==> src/rtl/display_3bits_counter_pkg.sv <==
`default_nettype none
// ---------------------------------------------------------------------------
// display_3bits_counter_pkg : segment patterns and bit positions for the demo
// Revision 1.0
// ---------------------------------------------------------------------------
package display_3bits_counter_pkg;

  // Bus order is {g,f,e,d,a,b,dp,c}, active-high (common cathode).
  localparam int SEG_G  = 7;
  localparam int SEG_F  = 6;
  localparam int SEG_E  = 5;
  localparam int SEG_D  = 4;
  localparam int SEG_A  = 3;
  localparam int SEG_B  = 2;
  localparam int SEG_DP = 1;
  localparam int SEG_C  = 0;

  localparam logic [7:0] SEG_PAT_0 = 8'b0111_1101;
  localparam logic [7:0] SEG_PAT_1 = 8'b0000_0101;
  localparam logic [7:0] SEG_PAT_2 = 8'b1011_1100;
  localparam logic [7:0] SEG_PAT_3 = 8'b1001_1101;
  localparam logic [7:0] SEG_PAT_4 = 8'b1100_0101;
  localparam logic [7:0] SEG_PAT_5 = 8'b1101_1001;
  localparam logic [7:0] SEG_PAT_6 = 8'b1111_1001;
  localparam logic [7:0] SEG_PAT_7 = 8'b0000_1101;

endpackage
`default_nettype wire

==> src/rtl/display_3bits_counter_seg7_decoder.sv <==
`default_nettype none
// ---------------------------------------------------------------------------
// seg7_decoder : combinational 3-bit digit to 7-segment pattern {g,f,e,d,a,b,dp,c}
// Revision 1.0
// ---------------------------------------------------------------------------
module seg7_decoder
  import display_3bits_counter_pkg::*;
(
  input  logic [2:0] digit_i,
  output logic [7:0] seg_o
);

  always_comb begin
    seg_o = SEG_PAT_0;
    case (digit_i)
      3'd0:    seg_o = SEG_PAT_0;
      3'd1:    seg_o = SEG_PAT_1;
      3'd2:    seg_o = SEG_PAT_2;
      3'd3:    seg_o = SEG_PAT_3;
      3'd4:    seg_o = SEG_PAT_4;
      3'd5:    seg_o = SEG_PAT_5;
      3'd6:    seg_o = SEG_PAT_6;
      3'd7:    seg_o = SEG_PAT_7;
      default: seg_o = SEG_PAT_0;
    endcase
  end

endmodule
`default_nettype wire

==> src/rtl/display_3bits_counter.sv <==
`default_nettype none
// ---------------------------------------------------------------------------
// display_3bits_counter : prescaled 0..7 wrapping counter shown on one 7-seg digit
// Revision 1.0
// ---------------------------------------------------------------------------
module display_3bits_counter
  import display_3bits_counter_pkg::*;
#(
  parameter int DIV = 10
) (
  input  logic clk,
  input  logic rst_n,
  output logic output_7_segment_display1_g_middle_1,
  output logic output_7_segment_display1_f_upper_left_2,
  output logic output_7_segment_display1_e_lower_left_3,
  output logic output_7_segment_display1_d_bottom_4,
  output logic output_7_segment_display1_a_top_5,
  output logic output_7_segment_display1_b_upper_right_6,
  output logic output_7_segment_display1_dp_dot_7,
  output logic output_7_segment_display1_c_lower_right_8
);

  // DIV=1 still needs a one-bit prescaler, which then stays at zero.
  localparam int            PW         = (DIV > 1) ? $clog2(DIV) : 1;
  localparam logic [PW-1:0] PRESC_LAST = PW'(DIV - 1);

  logic [PW-1:0] presc_q, presc_d;
  logic [2:0]    count_q, count_d;
  logic [7:0]    seg;

  always_comb begin
    presc_d = presc_q + 1'b1;
    count_d = count_q;
    if (presc_q == PRESC_LAST) begin
      presc_d = '0;
      count_d = count_q + 3'd1;
    end
  end

  always_ff @(posedge clk or negedge rst_n) begin
    if (!rst_n) begin
      presc_q <= '0;
      count_q <= 3'd0;
    end else begin
      presc_q <= presc_d;
      count_q <= count_d;
    end
  end

  seg7_decoder u_dec (
    .digit_i (count_q),
    .seg_o   (seg)
  );

  assign output_7_segment_display1_g_middle_1      = seg[SEG_G];
  assign output_7_segment_display1_f_upper_left_2  = seg[SEG_F];
  assign output_7_segment_display1_e_lower_left_3  = seg[SEG_E];
  assign output_7_segment_display1_d_bottom_4      = seg[SEG_D];
  assign output_7_segment_display1_a_top_5         = seg[SEG_A];
  assign output_7_segment_display1_b_upper_right_6 = seg[SEG_B];
  assign output_7_segment_display1_dp_dot_7        = seg[SEG_DP];
  assign output_7_segment_display1_c_lower_right_8 = seg[SEG_C];

endmodule
`default_nettype wire

==> config.mk <==
export PLATFORM = sky130hd
export DESIGN_NAME = display_3bits_counter
export DESIGN_NICKNAME = d
export VERILOG_FILES = /design/src/rtl/display_3bits_counter_pkg.sv /design/src/rtl/display_3bits_counter_seg7_decoder.sv /design/src/rtl/display_3bits_counter.sv
export SDC_FILE = /design/constraint.sdc
export NUM_CORES = 1
export LEC_CHECK = 0
export BUFFER_PORTS_ARGS = -buffer_cell sky130_fd_sc_hd__buf_2
export CAP_MARGIN = 20
export CORE_MARGIN = 2
export CORE_UTILIZATION = 30
export CTS_CLUSTER_DIAMETER = 80
export DETAILED_ROUTE_END_ITERATION = 10
export PLACE_DENSITY = 0.52
export RECOVER_POWER = 100
export REMOVE_ABC_BUFFERS = 1
export SETUP_SLACK_MARGIN = 0.4
export SLEW_MARGIN = 40
export SYNTH_ARGS = -nofsm -noshare
export SYNTH_HDL_FRONTEND = slang
export SYNTH_SLANG_ARGS = --single-unit
==> constraint.sdc <==
create_clock -name clk -period 1.6 [get_ports clk]
set_input_delay 0.08 -clock clk [delete_from_list [all_inputs] [get_ports clk]]
set_output_delay 0.08 -clock clk [all_outputs]
set_load 0.05 [all_outputs]
# Yosys cells after proc, flatten, opt, wreduce, memory -nomap -nowiden
# Memory sizes are Yosys's and may differ from the RTL's.
# Index checks and enable logic that the tools add are counted.
# word_totals
register_bits	7
latch_bits	0
mem_bits_rw	0
rom_bits	56
input_bits	2
out_inout_bits	8
word_cells	7
memories	1
# memory_table
memory	words	width	read_ports	rd_clocked_by_memory_dff	write_ports	line	text
(no name shown)	8	7	1	0	0	display_3bits_counter_seg7_decoder.sv:15	case (digit_i)
# classes
add_sub_neg	2
mul	0
div	0
magnitude_cmp	0
eq_ne	1
shift	0
mux	1
n_bitwise	0
n_reduce_logical	0
# ops
op	n
adder 4 x 1 -> 4 bit (second input constant)	1
== test 4 bit (second input constant)	1
two-way mux 4 bit	1
adder 3 x 1 -> 3 bit (second input constant)	1

# Depth between registers and ports, before layout
# Gate-level depths: netlist of run 1.
# depth
depth_word	2
ltp_mapped	4

# Cells and area by module
# From an unflattened synthesis of run 1, not the netlist that was laid out.
# hier_totals
cells_unflattened	44
hier_area_um2	455.4
# by_module_without_submodules
module	instances	cells_each	area_each_um2	seq_area_each_um2
display_3bits_counter	1	23	304.0	175.2
seg7_decoder	1	21	151.4	0.0

# Worst setup path before layout of run 1
# No wires, ideal clock.
# synth_timing
kind	flip-flop to output port
start	reg count_q[1]
end	out output_7_segment_display1_d_bottom_4
arrival_ns	1.593
required_time_ns	1.520
slack_ns	-0.073
path_stages_with_launch	5
path_buffers	0
path_cell_list	dfrtp_1 inv_1 ha_1 inv_1 a21oi_1
# synth_via
elab_chain_len	1
# synth_rtl
item	line	text
from (decl)	display_3bits_counter.sv:28	logic [2:0] count_q, count_d;
from (signal assigned)	display_3bits_counter.sv:46	count_q <= count_d;
memory read (8 x 7 bit)	--	
to (decl)	display_3bits_counter.sv:16	output logic output_7_segment_display1_d_bottom_4,
# Every way passes these cells.

# Worst setup path in the final report of run 1
# layout_timing
start	reg count_q[1]
end	out output_7_segment_display1_g_middle_1
# layout_via
elab_chain_len	1
# layout_rtl
item	line	text
memory read (8 x 7 bit)	--	
to (decl)	display_3bits_counter.sv:13	output logic output_7_segment_display1_g_middle_1,
# Every way passes these cells.

==> results of run 1 <==
[placed cells by master, fill, tap and decap left out, types with 2 or more instances in the layout]
| cell | Yosys | routed |
|---|---|---|
| nand2_1 | 5 | 6 |
| buf_4 | 1 | 6 |
| ha_1 | 7 | 5 |
| clkbuf_4 | 0 | 4 |
| dfrtp_1 | 7 | 4 |
| inv_1 | 6 | 3 |
| a21oi_2 | 0 | 3 |
| dfrtp_2 | 0 | 3 |
| clkbuf_2 | 0 | 3 |
| nor2_1 | 2 | 2 |
| a21oi_1 | 5 | 2 |
| xnor2_1 | 2 | 2 |
| inv_2 | 0 | 2 |
| o21ai_0 | 2 | 2 |
| ha_4 | 0 | 2 |
| clkbuf_1 | 0 | 2 |
| buf_6 | 0 | 2 |
[cell usage after synthesis (2+ instances only)]
cell | n | area (µm²)
dfrtp_1 | 7 | 175
ha_1 | 7 | 87.6
inv_1 | 6 | 22.5
a21oi_1 | 5 | 25.0
nand2_1 | 5 | 18.8
nor2_1 | 2 | 7.51
o21ai_0 | 2 | 10.0
xnor2_1 | 2 | 17.5
[what timing repair did]
action / CTS / global route
hold buffers: 1 / 0
buffers inserted: 4 / 1
gates resized for setup: 19 / 9
hold endpoints to repair: 7 / 0
setup endpoints to repair: 7 / 7
cloned: 0 / 0
pin swaps: 2 / 3
[cells by family (layout without fill, tap and decap cells)]
family	after synthesis	in the layout	synth area share [%]
flip-flops	7	7	37.8
other	1	1	0.810
AND/OR/NAND/NOR	10	10	11.9
XOR/XNOR	3	3	7.30
adder cells (fa/ha/maj)	7	7	18.9
AO/OA/AOI/OAI	9	9	11.1
buffers and inverters	8	24	7.57
multiplexers	2	2	4.59
[path summary, 6_finish.rpt]
kind                                   startpoint                                   end  slack, ns  cells past startpoint
max reg2reg                  presc_q[2]$_DFF_PN0_                count_q[2]$_DFFE_PN0N_       0.43                      3
min reg2reg                  presc_q[0]$_DFF_PN0_                  presc_q[0]$_DFF_PN0_       0.51                      1
min in group clk             presc_q[0]$_DFF_PN0_                  presc_q[0]$_DFF_PN0_       0.51                      1
min                                         rst_n                  presc_q[1]$_DFF_PN0_       0.27                      2
max in group asynchronous                   rst_n                count_q[0]$_DFFE_PN0N_       1.02                      2
max                        count_q[1]$_DFFE_PN0N_  output_7_segment_display1_g_middle_1       0.11                      4
[metal layers]
| metal | global-route usage (%) | routed length (µm) | vias up |
|---|---|---|---|
| met5 | 0 | 0 | - |
| met4 | 3.64 | 0 | 0 |
| met3 | 2.55 | 36 | 0 |
| met2 | 14.9 | 382 | 8 |
| met1 | 13.5 | 398 | 167 |
| li1 | - | - | 185 |
[worst max-delay path, stage by stage (launching register included)]
cell	delay, ns
dfrtp_2	0.43
buf_4	0.15
ha_1	0.20
a21oi_2	0.12
clkbuf_2	0.28
[area by class of cell]
class	count	area, µm²
Multi-Input combinational cell	32	290
Inverter	6	25.0
Clock buffer	4	26.3
Timing Repair Buffer	14	104
Sequential cell	7	179
Tap cell	16	20.0
Fill cell	155	827
[flip-flops by register name (all words and copies together), names as in the netlist]
| name | flops |
|---|---|
| count_q | 3 |
| presc_q | 4 |
[where the power goes]
| group | internal, µW | switching [µW] | leakage, µW |
|---|---|---|---|
| clock network | 94.8 | 60.0 | 0.0000150 |
| registers | 177 | 0 | 0.0000802 |
| logic | 2.12 | 8.81 | 0.000215 |
| total | 274 | 68.8 | 0.000310 |
[stage by stage]
stage                     worst slack, ns  cells
after global routing               0.0478     79
after floorplan                   -0.0730     45
after detailed placement            0.227     69
after CTS                           0.166     78
after global placement              0.243     69
final                               0.108     79
==> summary.txt, run 1 <==
Root Buffer: clkbuf_4
DIE AREA: 0.00187 mm²
H-tree levels: 1
diode count: 0
worst-case clock buffer depth: 2
final hold vios: 0
first-pass GRT wire length: 1.38 mm
hold crit path type: primary input to asynchronous set/reset pin
CTS tree: built
1st-iter DRT viols: 2
grt ovf: 0
status: completed
Leakage: 0.000310 µW
Worst setup EP type: output port
Finished Cell Area: 644 µm²
hpwl dp: 555 µm
drt via density: 4.56
f_max: 670 MHz
initial antenna violation count: 0
Post-Route Utilization: 43.8%
Layout area overhead: 39.2%
die span in y: 43.3 µm
initial core utilization: 31.5%
Skew-Pair Late Insertion Delay: 0.24 ns
synthesis-stage register bit count: 7
period utilization: 93.3%
GRT Resource Usage Total: 9.88%
wirelength, routed: 816 µm
Port Buffers: 8
I/O pin count: 10
final setup fails: 0
gpl congestion: 0.751
Max VDD drop: 0.000518 V
Max Cap Viol: 0
DR WL/cell: 10.3 µm
DP Area: 510 µm²
layout cells sized above 1: 46.0%
RSZ-0062 raised after global routing: yes
CORE AREA: 0.00147 mm²
post-synthesis sequential area ratio: 37.8%
final antenna-violating net count: 0
clock-pin transition on the worst setup and hold timing paths: 0.05 ns
Final Max Tran Viols: 0
Worst Path Arrival: 1.41 ns
Syn Std Cell Area: 463 µm²
Synth async-reset ratio: 100%
total negative slack: 0 ns
CP required: 1.52 ns
number of global-route vias before repair: 326
Power Total: 343 µW
clk sinks: 7
largest net degree at the start of global routing: 11
row count: 14
Setup CP Type: flop to output port
PwrDens: 532 mW/mm²
vias post-DR: 360
clk_skew: 0.00511 ns
main flop type after synthesis: dfrtp_1
shortest period the worst path allows: 1.49 ns
synth unique cells: 19
Inserted Clock Buffers: 3
Syn Area/Cell: 9.85 µm²
Hold Worst Slack: 0.267 ns
detailed-route DRC error count: 0
nets: 73
width of the die: 43.3 µm
Yosys Warn Count: 0
Critical Path Source Type: flop
Post-synth EDFFs: 0
drt first pass iters: 4
CP Max Fanout: 3
gate count after technology mapping: 47
Note: power is estimated with default switching activity, not from simulation.
==> run 2, diff against run 1 <==
--- a/config.mk
+++ b/config.mk
@@ -11,7 +11,7 @@
 export CORE_UTILIZATION = 30
 export CTS_CLUSTER_DIAMETER = 80
 export DETAILED_ROUTE_END_ITERATION = 10
-export PLACE_DENSITY = 0.52
+export PLACE_DENSITY = 0.61
 export RECOVER_POWER = 100
 export REMOVE_ABC_BUFFERS = 1
 export SETUP_SLACK_MARGIN = 0.4
==> summary.txt, run 2 (synthesized netlist as in run 1, its figures left out) <==
Leakage: 0.000332 µW
number of global-route vias before repair: 314
H-tree levels: 1
Comb power frac: 3.1%
initial core utilization: 31.5%
most flop-heavy register: presc_q
width of the die: 43.3 µm
area occupied by multi-input gates: 309 µm²
initial antenna violation count: 0
first-pass GRT wire length: 1.32 mm
final hold vios: 0
Register Area: 178 µm²
CORE AREA: 0.00147 mm²
grt ovf: 0
Max Cap Viol: 0
nets: 73
gpl congestion: 0.685
P_sw: 69.5 µW
hold crit path type: primary input to asynchronous set/reset pin
Post-Route Utilization: 45.7%
most frequent cells in the layout: nand2_1, dfrtp_1, buf_6
drt via density: 4.49
CP required: 1.52 ns
f_max: 688 MHz
final setup fails: 0
FILL cells: 150
Inserted Clock Buffers: 3
Clk pwr share: 45.3%
Sequential Power Share: 51.6%
1st-iter DRT viols: 2
drt first pass iters: 4
Critical Path Source Type: flop
shortest period the worst path allows: 1.45 ns
vias post-DR: 355
Max VDD drop: 0.000288 V
GRT Resource Usage Total: 9.63%
layout cells sized above 1: 47.6%
Final Max Tran Viols: 0
DIE AREA: 0.00187 mm²
die span in y: 43.3 µm
clk_skew: 0.00706 ns
Port Buffers: 8
max reg flops: 4
RSZ-0062 raised after global routing: yes
wirelength, routed: 770 µm
Worst Path Arrival: 1.37 ns
diode count: 0
detailed-route DRC error count: 0
PwrDens: 511 mW/mm²
Net Sw Frac: 20.2%
largest net degree at the start of global routing: 11
Hold Worst Slack: 0.256 ns
clock-pin transition on the worst setup and hold timing paths: 0.05 ns
I/O pin count: 10
clk sinks: 7
Setup CP Type: flop to output port
Root Buffer: clkbuf_4
Layout area overhead: 45.4%
period utilization: 90.9%
final antenna-violating net count: 0
status: completed
Worst setup EP type: output port
hpwl dp: 506 µm
row count: 14
worst-case clock buffer depth: 2
Top Registers: presc_q (4), count_q (3)
CP Max Fanout: 5
Internal: 274 µW
CTS tree: built
Skew-Pair Late Insertion Delay: 0.25 ns
DR WL/cell: 9.75 µm
==> run 2: area by class of cell <==
class	instances	area share [%]
multi-input combinational	32	45.9
inverter	6	3.72
timing repair buffer	14	17.1
tap	16	2.97
sequential	7	26.4
clock buffer	4	3.90
==> run 2: repair_timing <==
| action | in CTS | in global routing |
|---|---|---|
| setup endpoints to repair | 7 | 7 |
| hold endpoints to repair | 7 | 0 |
| hold buffers | 1 | 0 |
| pin swaps | 3 | 0 |
| setup buffers | 3 | 2 |
| gates resized for setup | 17 | 16 |
==> run 2: path summary, 6_finish.rpt <==
| kind | start | to | slack (ns) | depth (start not counted) |
|---|---|---|---|---|
| worst max-delay path | count_q[0]$_DFFE_PN0N_ | output_7_segment_display1_c_lower_right_8 | 0.15 | 6 |
| worst min register to register | presc_q[0]$_DFF_PN0_ | presc_q[0]$_DFF_PN0_ | 0.51 | 1 |
| min in group clk | presc_q[0]$_DFF_PN0_ | presc_q[0]$_DFF_PN0_ | 0.51 | 1 |
| worst max register to register | presc_q[2]$_DFF_PN0_ | count_q[2]$_DFFE_PN0N_ | 0.45 | 3 |
| worst min-delay path | rst_n | presc_q[1]$_DFF_PN0_ | 0.26 | 2 |
| max in group asynchronous | rst_n | count_q[0]$_DFFE_PN0N_ | 1.05 | 2 |
==> run 2: power by group through the flow <==
stage	clock network (µW)	registers, µW	logic, µW
6_report	156	177	10.7
5_1_grt	166	177	11.9
3_3_place_gp	0	180	9.37
4_1_cts	160	177	11.4
3_5_place_dp	0	180	9.50
2_1_floorplan	0	180	5.06
==> run 2: stage by stage <==
| stage | power [µW] | instances | area, µm² | setup WS [ns] | setup TNS (ns) |
|---|---|---|---|---|---|
| finish | 344 | 79 | 673 | 0.146 | 0 |
| global route | 355 | 79 | 673 | 0.0823 | 0 |
| CTS | 349 | 77 | 621 | 0.165 | 0 |
| detailed placement | 190 | 69 | 510 | 0.243 | 0 |
| global placement | 190 | 69 | 510 | 0.254 | 0 |
| floorplan | 185 | 45 | 450 | -0.0730 | -0.126 |
==> run 2: critical path, cell delays in order, from the launching register on <==
cell	delay, ns
dfrtp_2	0.41
inv_4	0.07
buf_4	0.13
buf_6	0.11
ha_4	0.15
nand2_4	0.04
clkbuf_4	0.22
==> run 2: routing by layer <==
metal,GRT usage [%],part of all wire (%)
met5,0,0
met1,12.2,44
met4,5.45,0
met2,14.6,51
met3,2.55,4.8
==> run 3, diff against run 2 <==
==> constraint.sdc (replaced) <==
create_clock -name clk -period 1.6 [get_ports clk]
set_input_delay 0.32 -clock clk [delete_from_list [all_inputs] [get_ports clk]]
set_output_delay 0.32 -clock clk [all_outputs]
set_load 0.05 [all_outputs]
==> summary.txt, run 3 (synthesized netlist as in run 1, its figures left out) <==
hold crit path type: primary input to asynchronous set/reset pin
initial antenna violation count: 0
gpl congestion: 0.730
final setup fails: 5
final hold vios: 0
initial core utilization: 31.5%
most flop-heavy register: presc_q
number of global-route vias before repair: 356
Skew-Pair Late Insertion Delay: 0.25 ns
worst-case clock buffer depth: 2
PwrDens: 486 mW/mm²
setup slack after layout: -0.0541 ns
clk_skew: 0.00239 ns
DP Cell Count: 71
Setup CP Type: flop to output port
period utilization: 103%
shortest period the worst path allows: 1.65 ns
Final Max Tran Viols: 0
Max VDD drop: 0.000321 V
die span in y: 43.3 µm
final antenna-violating net count: 0
failing checks: setup timing
drt first pass iters: 4
CTS tree: built
diode count: 0
Worst R2R Setup Slack: 0.46 ns
DRT met1 WL: 327 µm
I/O pin count: 10
Worst Path Arrival: 1.33 ns
non-filler instance count after layout: 80
status: complete, but fails checks
Layout area overhead: 53.5%
R2R depth: 3
Critical Path Source Type: flop
met3 wire len: 32 µm
layout cells sized above 1: 51.6%
Port Buffers: 8
detailed-route DRC error count: 0
Comb power frac: 3.1%
commonest non-fill, non-tap cell in the layout: buf_4
RSZ-0062 raised after global routing: yes
clock-pin transition on the worst setup and hold timing paths: 0.05 ns
CP Max Fanout: 4
drt via density: 4.60
Leakage: 0.000341 µW
DR WL/cell: 9.98 µm
nets: 74
grt ovf: 0
width of the die: 43.3 µm
Top Registers: presc_q (4), count_q (3)
Finished Cell Area: 711 µm²
Top Layer Used: met4
row count: 14
CORE AREA: 0.00147 mm²
Net Sw Frac: 20.6%
GRT Resource Usage Total: 10.7%
Max Cap Viol: 0
H-tree levels: 1
CP required: 1.28 ns
Clk pwr share: 45.6%
r2r endpoint: count_q[2]$_DFFE_PN0N_
first-pass GRT wire length: 1.49 mm
DIE AREA: 0.00187 mm²
clk sinks: 7
Worst R2R Start: presc_q[2]$_DFF_PN0_
Internal: 274 µW
max reg flops: 4
f_max: 605 MHz
Inserted Clock Buffers: 3
met2 wire length: 432 µm
Worst setup EP type: output port
Root Buffer: clkbuf_4
DP Area: 526 µm²
wirelength, routed: 798 µm
Sequential Power Share: 51.3%
largest net degree at the start of global routing: 11
vias post-DR: 368
P_sw: 71.3 µW
1st-iter DRT viols: 2
most frequent cells in the layout: buf_4, nand2_1, dfrtp_1, buf_6, ha_4
## run 3: critical path, cell delays in order (launching register included)
cell and delay (ns):
dfrtp_2 0.43, buf_4 0.14, ha_2 0.18, a21oi_1 0.12
buf_4 0.21
## run 3: power by group through the flow
stage	logic (µW)	registers (µW)	clock network (µW)
after global placement	9.52	180	0
after global routing	12.3	177	175
after floorplan	5.06	180	0
after CTS	11.4	177	166
after detailed placement	9.60	180	0
final	10.7	177	158
## run 3: worst max path at each step
stage                                                          end                    from  slack (ns)
after floorplan               output_7_segment_display1_d_bottom_4  count_q[1]$_DFFE_PN0N_       -0.31
after CTS                 output_7_segment_display1_f_upper_left_2  count_q[0]$_DFFE_PN0N_       -0.07
after global routing             output_7_segment_display1_a_top_5  count_q[1]$_DFFE_PN0N_       -0.11
after detailed placement      output_7_segment_display1_d_bottom_4  count_q[0]$_DFFE_PN0N_        0.03
after global placement        output_7_segment_display1_d_bottom_4  count_q[0]$_DFFE_PN0N_        0.08
final                     output_7_segment_display1_f_upper_left_2  count_q[0]$_DFFE_PN0N_       -0.05
## run 3: metal layers
metal / vias up / GRT usage (%)
met5: - / 0
met4: 0 / 7.27
met3: 2 / 1.28
met2: 12 / 17.0
met1: 171 / 13.4
li1: 183 / -
## run 3: repair_timing
item                                    4_1_cts  5_1_grt
setup buffers                                 4        0
hold buffers                                  1        0
gates resized for setup                      27        8
pin swaps                                     7        2
hold endpoints to repair                      7        0
endpoints found under the setup margin        7        7
## run 3: area by class of cell
cell class	count	area [µm²]
inverter	6	25.0
fill	141	761
multi-input combinational	32	324
tap	16	20.0
timing repair buffer	15	138
clock buffer	4	26.3
sequential	7	178
## run 3: per-stage QoR
stage	util, %	setup slack (ns)	TNS (ns)	hold slack (ns)	power, µW
floorplan	-	-0.313	-0.972	0.0244	185
global placement	35.7	0.0770	0	0.161	190
detailed placement	35.7	0.0279	0	0.162	190
CTS	46.8	-0.0745	-0.280	0.424	355
global route	48.3	-0.115	-0.529	0.549	364
finish	48.3	-0.0541	-0.190	0.488	346
